**src/rtl/set_job_dispatcher_pkg.sv**
```systemverilog
// Shared encodings, field widths and FSM states for the SET job dispatcher.
package set_pkg;

    localparam int CENT_W = 24;
    localparam int RAD_W  = 12;
    localparam int CNT_W  = 8;
    localparam int MODE_W = 2;

    typedef enum logic [MODE_W-1:0] {
        MODE_A   = 2'd0,
        MODE_AND = 2'd1,
        MODE_XOR = 2'd2,
        MODE_ILL = 2'd3
    } mode_e;

    typedef enum logic [1:0] {
        ERR_OK  = 2'b00,
        ERR_ILL = 2'b01,
        ERR_TMO = 2'b10
    } err_e;

    typedef enum logic [1:0] {
        S_IDLE,
        S_ISSUE,
        S_WAIT,
        S_RESULT
    } state_e;

    typedef struct packed {
        logic [CENT_W-1:0] central;
        logic [RAD_W-1:0]  radius;
        logic [MODE_W-1:0] mode;
    } job_op_t;

endpackage

```
**src/rtl/set_job_dispatcher_fifo.sv**
```systemverilog
// Synchronous job FIFO with an occupancy counter one bit wider than the pointers.
module set_job_fifo #(
    parameter int DEPTH = 4,
    parameter int WIDTH = 42
) (
    input  logic                   clk,
    input  logic                   rst_n,
    input  logic                   push,
    input  logic [WIDTH-1:0]       din,
    input  logic                   pop,
    output logic [WIDTH-1:0]       dout,
    output logic                   full,
    output logic                   empty,
    output logic [$clog2(DEPTH):0] level
);
    localparam int AW = $clog2(DEPTH);
    localparam int LW = AW + 1;

    logic [WIDTH-1:0] mem [DEPTH];
    logic [AW-1:0]    wr_ptr;
    logic [AW-1:0]    rd_ptr;
    logic             push_ok;
    logic             pop_ok;

    assign full    = (level == LW'(DEPTH));
    assign empty   = (level == '0);
    assign push_ok = push & ~full;
    assign pop_ok  = pop & ~empty;
    assign dout    = mem[rd_ptr];

    // NOTE: the storage array has no reset; an entry is only read after it was written.
    always_ff @(posedge clk) begin
        if (push_ok) begin
            mem[wr_ptr] <= din;
        end
    end

    // NOTE: sequential state uses non-blocking assignments so every flop samples pre-edge values.
    always_ff @(posedge clk or negedge rst_n) begin
        if (!rst_n) begin
            wr_ptr <= '0;
            rd_ptr <= '0;
            level  <= '0;
        end else begin
            if (push_ok) wr_ptr <= wr_ptr + AW'(1);
            if (pop_ok)  rd_ptr <= rd_ptr + AW'(1);
            case ({push_ok, pop_ok})
                2'b10:   level <= level + LW'(1);
                2'b01:   level <= level - LW'(1);
                default: level <= level;
            endcase
        end
    end

endmodule

```
**src/rtl/set_job_dispatcher.sv**
```systemverilog
// Queues SET jobs, issues one set_en per legal job, watchdogs it and returns a tagged result.
module set_job_dispatcher
    import set_pkg::*;
#(
    parameter int DEPTH   = 4,
    parameter int TAG_W   = 4,
    parameter int TIMEOUT = 255
) (
    input  logic                   clk,
    input  logic                   rst_n,
    input  logic                   job_valid,
    output logic                   job_ready,
    input  logic [CENT_W-1:0]      job_central,
    input  logic [RAD_W-1:0]       job_radius,
    input  logic [MODE_W-1:0]      job_mode,
    output logic                   set_en,
    output logic [CENT_W-1:0]      set_central,
    output logic [RAD_W-1:0]       set_radius,
    output logic [MODE_W-1:0]      set_mode,
    input  logic                   set_busy,
    input  logic                   set_valid,
    input  logic [CNT_W-1:0]       set_candidate,
    output logic                   res_valid,
    input  logic                   res_ready,
    output logic [CNT_W-1:0]       res_candidate,
    output logic [TAG_W-1:0]       res_tag,
    output logic [1:0]             res_err,
    output logic [$clog2(DEPTH):0] fifo_level
);
    localparam int TMR_W  = $clog2(TIMEOUT + 1);
    localparam int FIFO_W = $bits(job_op_t) + TAG_W;

    logic              push, pop, full, empty;
    logic [FIFO_W-1:0] fifo_din, fifo_dout;
    job_op_t           head_op, op_q;
    logic [TAG_W-1:0]  head_tag, tag_q, tag_cnt;
    state_e            state_q, state_d;
    logic [TMR_W-1:0]  timer_q, timer_d;
    logic              set_en_d, res_valid_d;
    logic [CNT_W-1:0]  res_cand_d;
    logic [1:0]        res_err_d;

    assign job_ready = ~full;
    assign push      = job_valid & ~full;
    assign fifo_din  = {tag_cnt, job_central, job_radius, job_mode};
    assign {head_tag, head_op} = fifo_dout;

    set_job_fifo #(.DEPTH(DEPTH), .WIDTH(FIFO_W)) u_fifo (
        .clk   (clk),
        .rst_n (rst_n),
        .push  (push),
        .din   (fifo_din),
        .pop   (pop),
        .dout  (fifo_dout),
        .full  (full),
        .empty (empty),
        .level (fifo_level)
    );

    assign set_central = op_q.central;
    assign set_radius  = op_q.radius;
    assign set_mode    = op_q.mode;
    assign res_tag     = tag_q;

    always_comb begin
        // NOTE: every signal driven here gets a default first, so no latch can be inferred.
        state_d     = state_q;
        timer_d     = timer_q;
        pop         = 1'b0;
        set_en_d    = 1'b0;
        res_valid_d = res_valid;
        res_cand_d  = res_candidate;
        res_err_d   = res_err;
        case (state_q)
            S_IDLE: begin
                if (!empty) begin
                    pop = 1'b1;
                    // Illegal mode would stall SET, so it is answered without ever issuing.
                    if (mode_e'(head_op.mode) == MODE_ILL) begin
                        state_d     = S_RESULT;
                        res_valid_d = 1'b1;
                        res_cand_d  = '0;
                        res_err_d   = ERR_ILL;
                    end else begin
                        state_d = S_ISSUE;
                    end
                end
            end
            S_ISSUE: begin
                if (!set_busy) begin
                    set_en_d = 1'b1;
                    timer_d  = '0;
                    state_d  = S_WAIT;
                end
            end
            S_WAIT: begin
                if (set_valid) begin
                    state_d     = S_RESULT;
                    res_valid_d = 1'b1;
                    res_cand_d  = set_candidate;
                    res_err_d   = ERR_OK;
                end else if (timer_q == TMR_W'(TIMEOUT)) begin
                    state_d     = S_RESULT;
                    res_valid_d = 1'b1;
                    res_cand_d  = '0;
                    res_err_d   = ERR_TMO;
                end else begin
                    timer_d = timer_q + TMR_W'(1);
                end
            end
            default: begin
                if (res_ready) begin
                    res_valid_d = 1'b0;
                    state_d     = S_IDLE;
                end
            end
        endcase
    end

    always_ff @(posedge clk or negedge rst_n) begin
        if (!rst_n) begin
            state_q       <= S_IDLE;
            timer_q       <= '0;
            set_en        <= 1'b0;
            res_valid     <= 1'b0;
            res_candidate <= '0;
            res_err       <= '0;
            op_q          <= '0;
            tag_q         <= '0;
            tag_cnt       <= '0;
        end else begin
            state_q       <= state_d;
            timer_q       <= timer_d;
            set_en        <= set_en_d;
            res_valid     <= res_valid_d;
            res_candidate <= res_cand_d;
            res_err       <= res_err_d;
            if (pop) begin
                op_q  <= head_op;
                tag_q <= head_tag;
            end
            if (push) tag_cnt <= tag_cnt + TAG_W'(1);
        end
    end

endmodule
```
**config.mk**
```make
export PLATFORM = sky130hd
export DESIGN_NAME = set_job_dispatcher
export DESIGN_NICKNAME = d
export VERILOG_FILES = /design/src/rtl/set_job_dispatcher_pkg.sv /design/src/rtl/set_job_dispatcher_fifo.sv /design/src/rtl/set_job_dispatcher.sv
export SDC_FILE = /design/constraint.sdc
export NUM_CORES = 1
export LEC_CHECK = 0
export CORE_MARGIN = 4
export CORE_UTILIZATION = 30
export CTS_CLUSTER_DIAMETER = 40
export CTS_CLUSTER_SIZE = 16
export DETAILED_ROUTE_END_ITERATION = 7
export GPL_TIMING_DRIVEN = 0
export PLACE_DENSITY = 0.6
export SYNTH_ARGS = -nofsm -noshare
export SYNTH_HDL_FRONTEND = slang
export SYNTH_SLANG_ARGS = --single-unit
```
**constraint.sdc**
```tcl
create_clock -name clk -period 2.7 [get_ports clk]
set_input_delay 0.27 -clock clk [delete_from_list [all_inputs] [get_ports clk]]
set_output_delay 0.27 -clock clk [all_outputs]
set_load 0.01 [all_outputs]
```
==> flow_metrics.py <==
metrics = {
    "global_route": {
        "antenna_found_initial": 1,
        "globalRouteMet1Util_pct": 15.0,
        "global_route.overflow_total": 0,
        "grt_util_met2_pct": 20.1,
        "globalRouteMet3Util_pct": 2.98,
        "pin_count_of_the_biggest_net_entering_global_routing": 39,
        "grt_pass1_vias": 5397,
        "grt-busiest-layer": "met2",
        "grt_usage_pct": 11.8,
        "grt_pass1_wl_um": 31100,
    },
    "route": {
        "drt_pass1_iterations": 5,
        "antenna_left": 0,
        "wl_per_cell_um": 18.7,
        "route.detailed.drc": 0,
        "via_count_normalized_by_instance_count": 4.66,
        "drt-total-wl_um": 19700,
        "routed_via_count": 4924,
        "first_iter_violations": 293,
    },
    "pwr": {
        "power_density_nw_per_um2": 1230,
        "pwr-share-comb_pct": 31.1,
        "p_total_mw": 15.1,
        "p_clk_share_pct": 31.6,
        "switching_part_of_the_total_pct": 29.5,
        "switching_power_mw": 4.47,
        "ir_drop_mv": 0.558,
        "power.sequential.fraction_pct": 37.2,
        "total_leakage_power_nw": 4.44,
        "cellInternalPower_mw": 10.7,
    },
    "timing": {
        "final.period_utilization_pct": 91.1,
        "period_minus_slack_ps": 2460,
        "fmax_mhz": 406,
        "tightestPinTransition_ps": 819,
        "max-slew-margin-rel_pct": 45.4,
        "worst_clock_skew_ps": 14.7,
        "drv_slew": 0,
        "timing.final.hold_violations": 0,
        "rsz0062_at_grt": "no",
        "setup_viol": 0,
    },
    "flow_run": {
        "maxCapViolations": 0,
    },
    "worst_setup_path": {
        "crit_path_start_kind": "flip-flop",
        "worstSetupPathType": "reg2reg",
        "critical_path_endpoint_category": "flip-flop",
        "required_time_reported_for_the_critical_path_endpoint_ps": 3120,
        "worst-path-max-fanout": 7,
        "arrival_time_of_data_at_the_critical_path_endpoint_ps": 2880,
    },
    "clock_network": {
        "clock_tree.htree_level_count": 2,
        "clk_pin_slew_ps": 50,
        "clock_latency_ps": 500,
        "number_of_clock_sinks": 243,
        "ctsRootBufferMaster": "clkbuf_16",
        "cts_made_buffers": 38,
        "ctsLongestPathBuffers": 3,
        "cts_tree": "done",
    },
    "cells_and_area": {
        "flow.area_growth_from_synthesis_pct": 32.1,
        "num-nets-final": 696,
        "drive_gt1_share_pct": 26.6,
        "diodes": 0,
        "finalInstanceArea_um2": 12300,
    },
    "synthesis": {
        "synth-edff-count": 168,
        "synth_nets": 542,
        "synthesis.area_um2": 9330,
        "postSynthCellCount": 478,
        "yosysMostFrequentCell": "edfxtp_1",
        "synth_top_area_share_pct": 54.1,
        "synth-async-reset-ratio_pct": 30.9,
        "syn_avg_cell_area_um2": 19.5,
        "synth.distinct_cells": 42,
        "yosysWarningCount": 0,
        "synth-seq-cells": 243,
        "ys_seq_area_share_pct": 74.2,
        "dominantRegCellSynth": "edfxtp_1",
        "netlist.top_cell.by_area": "edfxtp_1",
        "synth_area_leaders": "edfxtp_1 (54%), dfrtp_1 (20%), mux4_2 (10%)",
        "synth_commonest_cells": "edfxtp_1 (168), dfrtp_1 (75), mux2_2 (46)",
    },
    "floorplanning": {
        "design.die.area_um2": 34000,
        "start_util_pct": 30.4,
        "fp.dieH_um": 184,
        "floorplan.core_area_um2": 30700,
        "boundaryPins": 110,
        "placement_rows": 64,
        "die-width_um": 184,
    },
    "outcome": {
        "outcome": "complete, no violations",
    },
    "place": {
        "placer_congestion_estimate": 0.794,
        "placed_area_um2": 11000,
        "detailedPlacementHpwl_um": 12800,
        "port-buffer-count": 109,
    },
    "min_path": {
        "classification_of_the_worst_slack_hold_path": "in2async",
    },
}
path summary, 6_finish.rpt:
path | startpoint | end | slack (ps) | depth (start not counted)
worst min register to register | set_radius[1]$_DFFE_PN0P_ | set_radius[1]$_DFFE_PN0P_ | 500 | 1
min in group clk | set_candidate[2] | res_candidate[2]$_DFFE_PN0P_ | 390 | 2
worst min-delay path | rst_n | timer_q[0]$_DFFE_PN0P_ | 300 | 2
worst max register to register | u_fifo.level[0]$_DFFE_PN0P_ | u_fifo.level[2]$_DFFE_PN0P_ | 240 | 11
worst max-delay path | u_fifo.level[0]$_DFFE_PN0P_ | u_fifo.level[2]$_DFFE_PN0P_ | 240 | 11
max in group asynchronous | rst_n | set_radius[8]$_DFFE_PN0P_ | 1770 | 3
registers in the layout, indices dropped and copies added (netlist names), 2 cells and up:
signal,flops
u_fifo.mem,168
set_central,24
set_radius,12
res_candidate,8
timer_q,8
res_tag,4
tag_cnt,4
u_fifo.level,3
res_err,2
set_mode,2
state_q,2
u_fifo.rd_ptr,2
u_fifo.wr_ptr,2
power groups by stage:
stage          sequential, mW  clock, mW  combinational (mW)
2_1_floorplan            5.80          0                2.71
3_3_place_gp             5.69          0                4.62
3_5_place_dp             5.72          0                4.83
4_1_cts                  5.66       4.92                4.87
5_1_grt                  5.77       5.11                5.16
6_report                 5.64       4.79                4.72
area by class of cell:
class,count,area (um2)
Inverter,10,37.5
Timing Repair Buffer,115,1210
Multi-Input combinational cell,206,2280
Fill cell,2778,18300
Clock inverter,25,253
Clock buffer,44,1030
Sequential cell,243,6920
Buffer,18,92.6
Tap cell,396,495
worst max-delay path: stages, from the launching register on:
cell	delay (ps)
dfrtp_1	420
inv_1	110
nand3_1	190
and2_1	220
clkbuf_1	180
inv_1	180
ha_1	210
inv_1	60
fa_1	370
xor2_1	150
nor2_1	110
xor2_1	170
cells in the final DEF (no fill, tap or decap), drive strengths merged, types with 2 or more instances in the layout:
cell type      count
nor2b              4
bufinv             2
xor2               3
nor2              10
clkinvlp           2
mux4              42
and3               8
a22o              10
nand3b             2
ha                11
mux2              46
a21oi              7
nand4              2
nand2b             3
nand2             22
inv               21
nand3              5
edfxtp           168
clkbuf            51
o21ai              4
dfrtp             75
clkdlybuf4s50    108
clkinv            10
a211o              2
o31ai              4
nor3               2
xnor2              6
buf               17
cell families (layout without fill, tap and decap cells):
| kind of cell | count (synthesis) | in the layout | share of synthesized area (%) |
|---|---|---|---|
| flops | 243 | 243 | 74.2 |
| mux | 89 | 89 | 15.8 |
| simple gates | 63 | 63 | 3.41 |
| compound gates | 33 | 33 | 2.64 |
| buf+inv | 29 | 212 | 1.41 |
| fa+ha+maj | 12 | 12 | 1.69 |
| xor+xnor | 9 | 9 | 0.845 |
per-stage QoR:
step	utilization (%)	TNS [ps]	hold slack, ps	worst slack [ps]	std cells
floorplan	-	0	-25.6	204	478
global placement	35.6	-208080	483	-1760	983
detailed placement	35.9	-601	308	-408	988
CTS	40.2	0	312	56.2	1058
global route	40.2	0	343	70.9	1057
finish	40.2	0	305	240	1057
layer usage:
metal	vias up	wire (um)
met5	-	12
met4	2	444
met3	41	1060
met2	142	9960
met1	2530	8240
li1	2209	-
what timing repair did:
| item | 4_1_cts | 5_1_grt |
|---|---|---|
| buffers inserted | 0 | 0 |
| gates resized for setup | 3 | 1 |
| pin swaps | 0 | 0 |
| hold buffers | 1 | 0 |
| hold endpoints to repair | 37 | 0 |
| endpoints found under the setup margin | 2 | 1 |
No activity file was read; power rests on OpenSTA's default activity.
